File: src/rtl/product_disp_pkg.sv
// Shared types and constants for the product-to-BCD converter and display scanner.
// Optional build macro: LEADING_ZERO_BLANK_EN (blanks leading zero digits on the display).
package product_disp_pkg;

  typedef enum logic [1:0] {
    IDLE = 2'd0,
    CONV = 2'd1,
    DONE = 2'd2
  } conv_state_t;

  localparam int NUM_ITER = 8;

  localparam logic [6:0] SEG_BLANK = 7'h7F;

  // Active-low {g,f,e,d,c,b,a}; element [0] is digit 0.
  localparam logic [9:0][6:0] SEG_DIGITS = {
    7'b0010000,  // 9
    7'b0000000,  // 8
    7'b1111000,  // 7
    7'b0000010,  // 6
    7'b0010010,  // 5
    7'b0011001,  // 4
    7'b0110000,  // 3
    7'b0100100,  // 2
    7'b1111001,  // 1
    7'b1000000   // 0
  };

  // Shift-add-3 correction applied to each BCD nibble before the shift.
  function automatic logic [3:0] dd_adjust(input logic [3:0] nib);
    return (nib >= 4'd5) ? nib + 4'd3 : nib;
  endfunction

endpackage

File: src/rtl/product_bcd_display_seg7_decode.sv
// Combinational BCD digit to active-low seven-segment decoder with a blank override.
// Codes above 9 decode to blank.
module seg7_decode
  import product_disp_pkg::*;
(
  input  logic [3:0] digit,
  input  logic       blank,
  output logic [6:0] seg
);

  always_comb begin
    seg = SEG_BLANK;
    if (!blank) begin
      for (int i = 0; i < 10; i++) begin
        if (digit == 4'(i)) seg = SEG_DIGITS[i];
      end
    end
  end

endmodule

File: src/rtl/product_bcd_display.sv
// Accepts an 8-bit product, converts it to three BCD digits by sequential double-dabble,
// and scans the last result onto a 4-digit active-low display. Macro: LEADING_ZERO_BLANK_EN.
module product_bcd_display
  import product_disp_pkg::*;
#(
  parameter int REFRESH_DIV = 100000
) (
  input  logic        clk,
  input  logic        rst_n,
  input  logic [7:0]  p_in,
  input  logic        p_valid,
  output logic        p_ready,
  output logic [11:0] bcd_out,
  output logic        bcd_valid,
  output logic [3:0]  an,
  output logic [6:0]  seg,
  output logic        dp
);

  localparam int CNT_W  = $clog2(REFRESH_DIV);
  localparam int ITER_W = $clog2(NUM_ITER);

  conv_state_t       state;
  logic [7:0]        shreg;
  logic [11:0]       scratch;
  logic [11:0]       scratch_adj;
  logic [ITER_W-1:0] iter;

  assign scratch_adj = {dd_adjust(scratch[11:8]), dd_adjust(scratch[7:4]), dd_adjust(scratch[3:0])};

  always_ff @(posedge clk or negedge rst_n) begin
    if (!rst_n) begin
      state     <= IDLE;
      p_ready   <= 1'b1;
      bcd_out   <= 12'h000;
      bcd_valid <= 1'b0;
      shreg     <= 8'h00;
      scratch   <= 12'h000;
      iter      <= '0;
    end else begin
      bcd_valid <= 1'b0;
      case (state)
        IDLE: begin
          if (p_valid) begin
            shreg   <= p_in;
            scratch <= 12'h000;
            iter    <= '0;
            p_ready <= 1'b0;
            state   <= CONV;
          end
        end
        CONV: begin
          {scratch, shreg} <= {scratch_adj, shreg} << 1;
          iter             <= iter + 1'b1;
          if (iter == ITER_W'(NUM_ITER - 1)) state <= DONE;
        end
        DONE: begin
          bcd_out   <= scratch;
          bcd_valid <= 1'b1;
          p_ready   <= 1'b1;
          state     <= IDLE;
        end
        default: begin
          p_ready <= 1'b1;
          state   <= IDLE;
        end
      endcase
    end
  end

  logic [CNT_W-1:0] refresh_cnt;
  logic [1:0]       sel;
  logic [1:0]       sel_next;
  logic             wrap;
  logic [3:0]       an_next;
  logic [3:0]       mux_digit;
  logic             mux_blank;
  logic [6:0]       seg_dec;

  assign wrap     = (refresh_cnt == CNT_W'(REFRESH_DIV - 1));
  assign sel_next = sel + 2'd1;

  for (genvar gi = 0; gi < 4; gi++) begin : g_anode
    assign an_next[gi] = (sel_next != 2'(gi));
  end

  // The mux looks at the upcoming select so seg and an are loaded on the same wrap edge.
  always_comb begin
    mux_digit = 4'd0;
    mux_blank = 1'b0;
    case (sel_next)
      2'd0: mux_digit = bcd_out[3:0];
      2'd1: begin
        mux_digit = bcd_out[7:4];
`ifdef LEADING_ZERO_BLANK_EN
        mux_blank = (bcd_out[11:8] == 4'd0) && (bcd_out[7:4] == 4'd0);
`endif
      end
      2'd2: begin
        mux_digit = bcd_out[11:8];
`ifdef LEADING_ZERO_BLANK_EN
        mux_blank = (bcd_out[11:8] == 4'd0);
`endif
      end
      default: mux_blank = 1'b1;
    endcase
  end

  seg7_decode u_seg7_decode (
    .digit (mux_digit),
    .blank (mux_blank),
    .seg   (seg_dec)
  );

  always_ff @(posedge clk or negedge rst_n) begin
    if (!rst_n) begin
      refresh_cnt <= '0;
      sel         <= 2'd0;
      an          <= 4'b1110;
      seg         <= 7'b1000000;
    end else if (wrap) begin
      refresh_cnt <= '0;
      sel         <= sel_next;
      an          <= an_next;
      seg         <= seg_dec;
    end else begin
      refresh_cnt <= refresh_cnt + 1'b1;
    end
  end

  assign dp = 1'b1;

endmodule
File: config.mk
export PLATFORM = sky130hd
export DESIGN_NAME = product_bcd_display
export DESIGN_NICKNAME = d
export VERILOG_FILES = /design/src/rtl/product_disp_pkg.sv /design/src/rtl/product_bcd_display_seg7_decode.sv /design/src/rtl/product_bcd_display.sv
export SDC_FILE = /design/constraint.sdc
export NUM_CORES = 1
export LEC_CHECK = 0
export CORE_UTILIZATION = 56
export CTS_CLUSTER_SIZE = 28
export DETAILED_ROUTE_END_ITERATION = 10
export GPL_TIMING_DRIVEN = 0
export PLACE_DENSITY = 0.79
export RECOVER_POWER = 50
export SLEW_MARGIN = 20
export SYNTH_ARGS = -nofsm -noshare
export SYNTH_HDL_FRONTEND = slang
export SYNTH_SLANG_ARGS = --single-unit
File: constraint.sdc
create_clock -name clk -period 2.4 [get_ports clk]
set_clock_uncertainty 0.05 [all_clocks]
set_input_delay 0.24 -clock clk [delete_from_list [all_inputs] [get_ports clk]]
set_output_delay 0.24 -clock clk [all_outputs]
set_load 0.1 [all_outputs]
Word-level counts from Yosys, hierarchy flattened --
Index checks and enable logic that the tools add are counted.
Storage, ports and cells: word-level logic and storage cells 78, memories kept 0, output and inout port bits 26, bits in latches 0, register bits 69, ROM bits 0, input bits 11, memory bits (writable) 0
Cells by class: bitwise gates (word level) 1, add/sub/neg operators 6, multipliers 0, div/mod/pow operators 0, equality and inequality tests 20, shifts and indexed selects 0, muxes and demuxes 28, reductions and logical operators 9, magnitude comparators 3
Operators with widths (number):
- $mux 7 | 9
- $pmux 12 s2 | 1
- $add 17x1->17 const B | 1
- $eq 17x17->1 const B | 1
- $mux 17 | 1
- $eq 4x3->1 const B | 4
- $pmux 8 s2 | 1
- $ge 4x3->1 const B | 3
- $mux 12 | 1
- $mux 6 | 2
- $pmux 4 s3 | 1
- $add 4x2->4 const B | 2
- $eq 4x2->1 const B | 2
- $eq 4x4->1 const B | 2
- $mux 4 | 2
- $mux 8 | 1
- $ne 2x2->1 const B | 4
- $mux 3 | 2
- $pmux 3 s2 | 1
- $reduce_and 2->1 | 3
- $eq 2x1->1 const B | 2
- $eq 2x2->1 const B | 2
- $eq 4x1->1 const B | 1
- $logic_not 2->1 | 2
- 13 further kinds | 16

Longest topological paths before layout --
word-level depth 15, depth in mapped cells 7, gate-level depth less buffers 6

Modules after synthesis --
From an unflattened synthesis, not the netlist that was laid out.
Second synthesis, totals: cell total of the unflattened synthesis 335, area, all modules 3409.5 sq um
By module, submodules not included:
- product_bcd_display | cells each 308, sequential area each 1732.9 sq um, area an instance 3239.4 sq um, times used 1
- seg7_decode | cells each 27, sequential area each 0.0 sq um, area an instance 170.2 sq um, times used 1

Least setup slack after synthesis --
OpenSTA, ideal clock, no wires.
kind register -> register, from register bcd_out[9], to register seg[5], arrival time 2.053 ns, setup slack 0.159 ns, buffers on the path 0, required time 2.213 ns, stages on the path, launching flop included 5, period minus slack after synthesis 2.241 ns, setup time 0.137 ns, cells stage by stage dfrtp_1 > a222oi_1 > a21bo_2 > a221oi_1 > a21oi_1
Between the ends: cells in the longest elaborated chain, start to end 13, elaborated cells between the ends (all ways) 22, classes of those cells 9 x eq/ne; 12 x mux; 1 x reduce/logical
RTL lines:
- start: declaration | line product_bcd_display.sv:13 | output logic [11:0] bcd_out,
- start signal: assignment | line product_bcd_display.sv:58 | bcd_out <= scratch;
- $pmux 4 s3 (*) | line product_bcd_display.sv:91 | case (sel_next)
- $logic_not 4->1 | line product_bcd_display_seg7_decode.sv:15 | if (digit == 4'(i)) seg = SEG_DIGITS[i];
- $mux 6 (2 in a row) | line product_bcd_display_seg7_decode.sv:15
- $mux 7 (7 in a row) | line product_bcd_display_seg7_decode.sv:15
- $mux 7 (*) | line product_bcd_display_seg7_decode.sv:15
- $mux 7 (*) | line product_bcd_display_seg7_decode.sv:13 | if (!blank) begin
- end signal: assignment | line product_bcd_display.sv:125 | seg <= seg_dec;
- end: declaration | line product_bcd_display.sv:16 | output logic [6:0] seg,
Mark *: on every way between the ends. The rest lies on a longest branch, timed or not. A chain may end at the register's enable or synchronous reset.

Worst setup path after layout --
from register sel[1], to register seg[4]
Between the ends: cells in the longest elaborated chain, start to end 15, elaborated cells between the ends (all ways) 27, classes of those cells 1 x add/sub; 11 x eq/ne; 12 x mux; 3 x reduce/logical
RTL lines:
- start: declaration | line product_bcd_display.sv:72 | logic [1:0] sel;
- start signal: assignment | line product_bcd_display.sv:123 | sel <= sel_next;
- $add 2x1->2 (*) | line product_bcd_display.sv:81 | assign sel_next = sel + 2'd1;
- $eq 2x2->1 (tied with other cells) | line product_bcd_display.sv:91
- $pmux 4 s3 | line product_bcd_display.sv:91
- $logic_not 4->1 | line product_bcd_display_seg7_decode.sv:15
- $mux 6 (2 in a row) | line product_bcd_display_seg7_decode.sv:15
- $mux 7 (8 in a row) | line product_bcd_display_seg7_decode.sv:15
- $mux 7 (*) | line product_bcd_display_seg7_decode.sv:13
Marks and branches as above.

==> results.ini <==
[outcome]
outcome=completed

[synth]
syn_avg_cell_area_um2=10.3
syn_inst=330
ys_ff_latch=69
syn_area_um2=3400
synth_fp_nets=355
async_flop_share=1.00
yosysTopAreaCell=dfrtp_1
synth_cell_types=47
synth_ff_type=dfrtp_1
synth_seq_area_share=0.509
synth_top_area_frac=0.470
synth_area_leaders=dfrtp_1, ha_1, mux2_2, o21ai_0, dfstp_2
synth_edf_count=0
yosys_warnings=0

[cells_and_area]
final_cell_mix=dfrtp_1, clkdlybuf4s50_1, nand2_1
nNetsFinal=408
stdcell_count=463
final_common_cell=dfrtp_1
drive_gt1_frac=0.137
fillCellCount=445
syn_to_final_growth_pct=20.1
diodes=0

[critical_path]
crit_family=compound AO/OA/AOI/OAI gates
max_stage_delay_ps=450
crit_start=sel[1]
worstPathRequired_ps=2550
critical_path_class=flop to flop
arrival_ps=2490
critPathMaxFanout=10
endpoint_kind=flop
path_cells=inv_1 > ha_1 > a222oi_1 > clkbuf_2 > o21ai_0 > a211oi_1 > a21oi_1
cp_slowest_cell=a222oi_1
critPathBufInv=2
r2r_start=sel[1]
start_kind=flop

[timing]
layout_setup_ws_ps=64.5
final_max_slew_viol_count=0
worst_slew_pin_slew_ps=993
finalSetupViolCount=0
max_clock_freq_ghz=0.428
min_period_ps=2340
hold_viol_final=0
relSlewSlack=0.336
fin_crit_sh=0.973
finalSetupTns_ps=0

[clock_tree]
cts_tree=done
clk_pin_slew_ps=70
cts_sinks=69
h-tree-depth=3
cts_root_buf=clkbuf_8
clk_latency_ps=340
cts_inserted_buffers=9
max-clock-path-buffers=2

[detailed_routing]
vias=2634
totalWireLength_um=7010
via_per_inst=5.69
ant_nets=0
drc=0
wire_per_inst_um=15.1
drt_iter0_markers=174
drtPass1Iterations=6

[global_route]
grt.total_usage=0.240
grt_max_degree=38
first_global_vias=2462
grt_overflow=0
grt_pass1_wl_um=11600
antenna_found_initial=0

[floorplan]
num_rows=28
die-area_um2=6400
die_y_um=80.0
die_x_um=80.0
initial_utilization=0.578
io_pins=37
core_area_um2=5890

[pwr]
p_leak_nw=1.81
peakVddDrop_mv=0.817
powerDensity_nw_per_um2=1080

[hold_path]
min_path_type=flop to flop
hold_path_startpoint=refresh_cnt[0]

[place]
dp_cells=441
pre_cts_ws_ps=-69.3
place_hpwl_um=4800
globalplace.congestion=0.816
port_buffers=35

[flow_run]
cap_viol_max_count=0

## power breakdown
part | internal [mW] | switching [mW]
clock | 0.506 | 0.427
sequential | 1.42 | 0.234
combinational | 0.662 | 1.18
total | 2.59 | 1.84
## path summary, 6_finish.rpt
kind / endpoint / slack [ps] / depth (start not counted)
worst max-delay path: seg[4] / 60 / 7
worst min-delay path: refresh_cnt[0] / 430 / 1
worst max register to register: seg[4] / 60 / 7
worst min register to register: refresh_cnt[0] / 430 / 1
max in group asynchronous: bcd_out[0] / 450 / 3
min in group asynchronous: refresh_cnt[10] / 470 / 2
## stage by stage
stage / hold WS, ps / utilization / power [mW] / cell area (um^2)
after CTS: 336 / 0.695 / 4.43 / 4090
after global routing: 464 / 0.695 / 4.68 / 4090
after floorplan: -106 / - / 3.01 / 3400
final: 434 / 0.695 / 4.43 / 4090
after global placement: 412 / 0.654 / 3.40 / 3850
after detailed placement: 164 / 0.657 / 3.46 / 3870
## final cells by class
type                       instances  area, um^2  share of cell area
inverter                          14        52.6              0.0129
sequential                        69        1730               0.424
multi-input combinational        233        1560               0.381
clock inverter                     4        47.5              0.0116
timing repair buffer              42         398              0.0973
clock buffer                      12         145              0.0355
tap                               75        93.8              0.0229
buffer                            14        62.6              0.0153
## state kept, by name, summed over array words and instances, names as in the netlist
register and flops:
sel 2, iter 3, an 4, refresh_cnt 17
bcd_out 12, state 2, p_ready 1, shreg 8
scratch 12, bcd_valid 1, seg 7
## worst reg2reg max path: cells and delay by family, from the launching register on
family                     cells  cell delay [ps]
AOI/OAI and AO/OA              4             1070
DFF                            1              410
buffers and inverters          2              380
adders and majority gates      1              290
## layer usage
metal / vias up / global-route usage / share of wire
li1: 1271 / - / -
met1: 1291 / 0.318 / 0.47
met2: 58 / 0.373 / 0.47
met3: 14 / 0.0549 / 0.041
met4: 0 / 0.113 / 0.019
met5: - / 0 / 0
## cell families after synthesis
| kind of cell | count (synthesis) | synth area share |
|---|---|---|
| AOI/OAI and AO/OA | 79 | 0.146 |
| xor gates and xnor gates | 18 | 0.0463 |
| adders and majority gates | 14 | 0.0515 |
| buffers and inverters | 28 | 0.0342 |
| DFF | 69 | 0.509 |
| muxes | 15 | 0.0492 |
| other | 1 | 0.00110 |
| and+or+nand+nor | 106 | 0.163 |
## repair_timing
| action | in CTS | in global routing |
|---|---|---|
| hold endpoints to repair | 31 | 0 |
| buffers inserted | 3 | 2 |
| setup endpoints to repair | 2 | 5 |
| gates resized for setup | 0 | 3 |
| pin swaps | 1 | 2 |
| hold buffers | 1 | 0 |
## synth_stat cells, types with 6 or more instances
library cell	n
a21oi_1	23
mux2_2	14
dfrtp_1	64
clkbuf_1	8
xor2_1	8
inv_1	14
nor2_1	20
o21ai_0	30
ha_1	14
xnor2_1	10
nor3_1	6
a22o_1	6
nand2_1	33
nor3b_1	6
nand3_1	6
(Power assumes the default switching activity.)
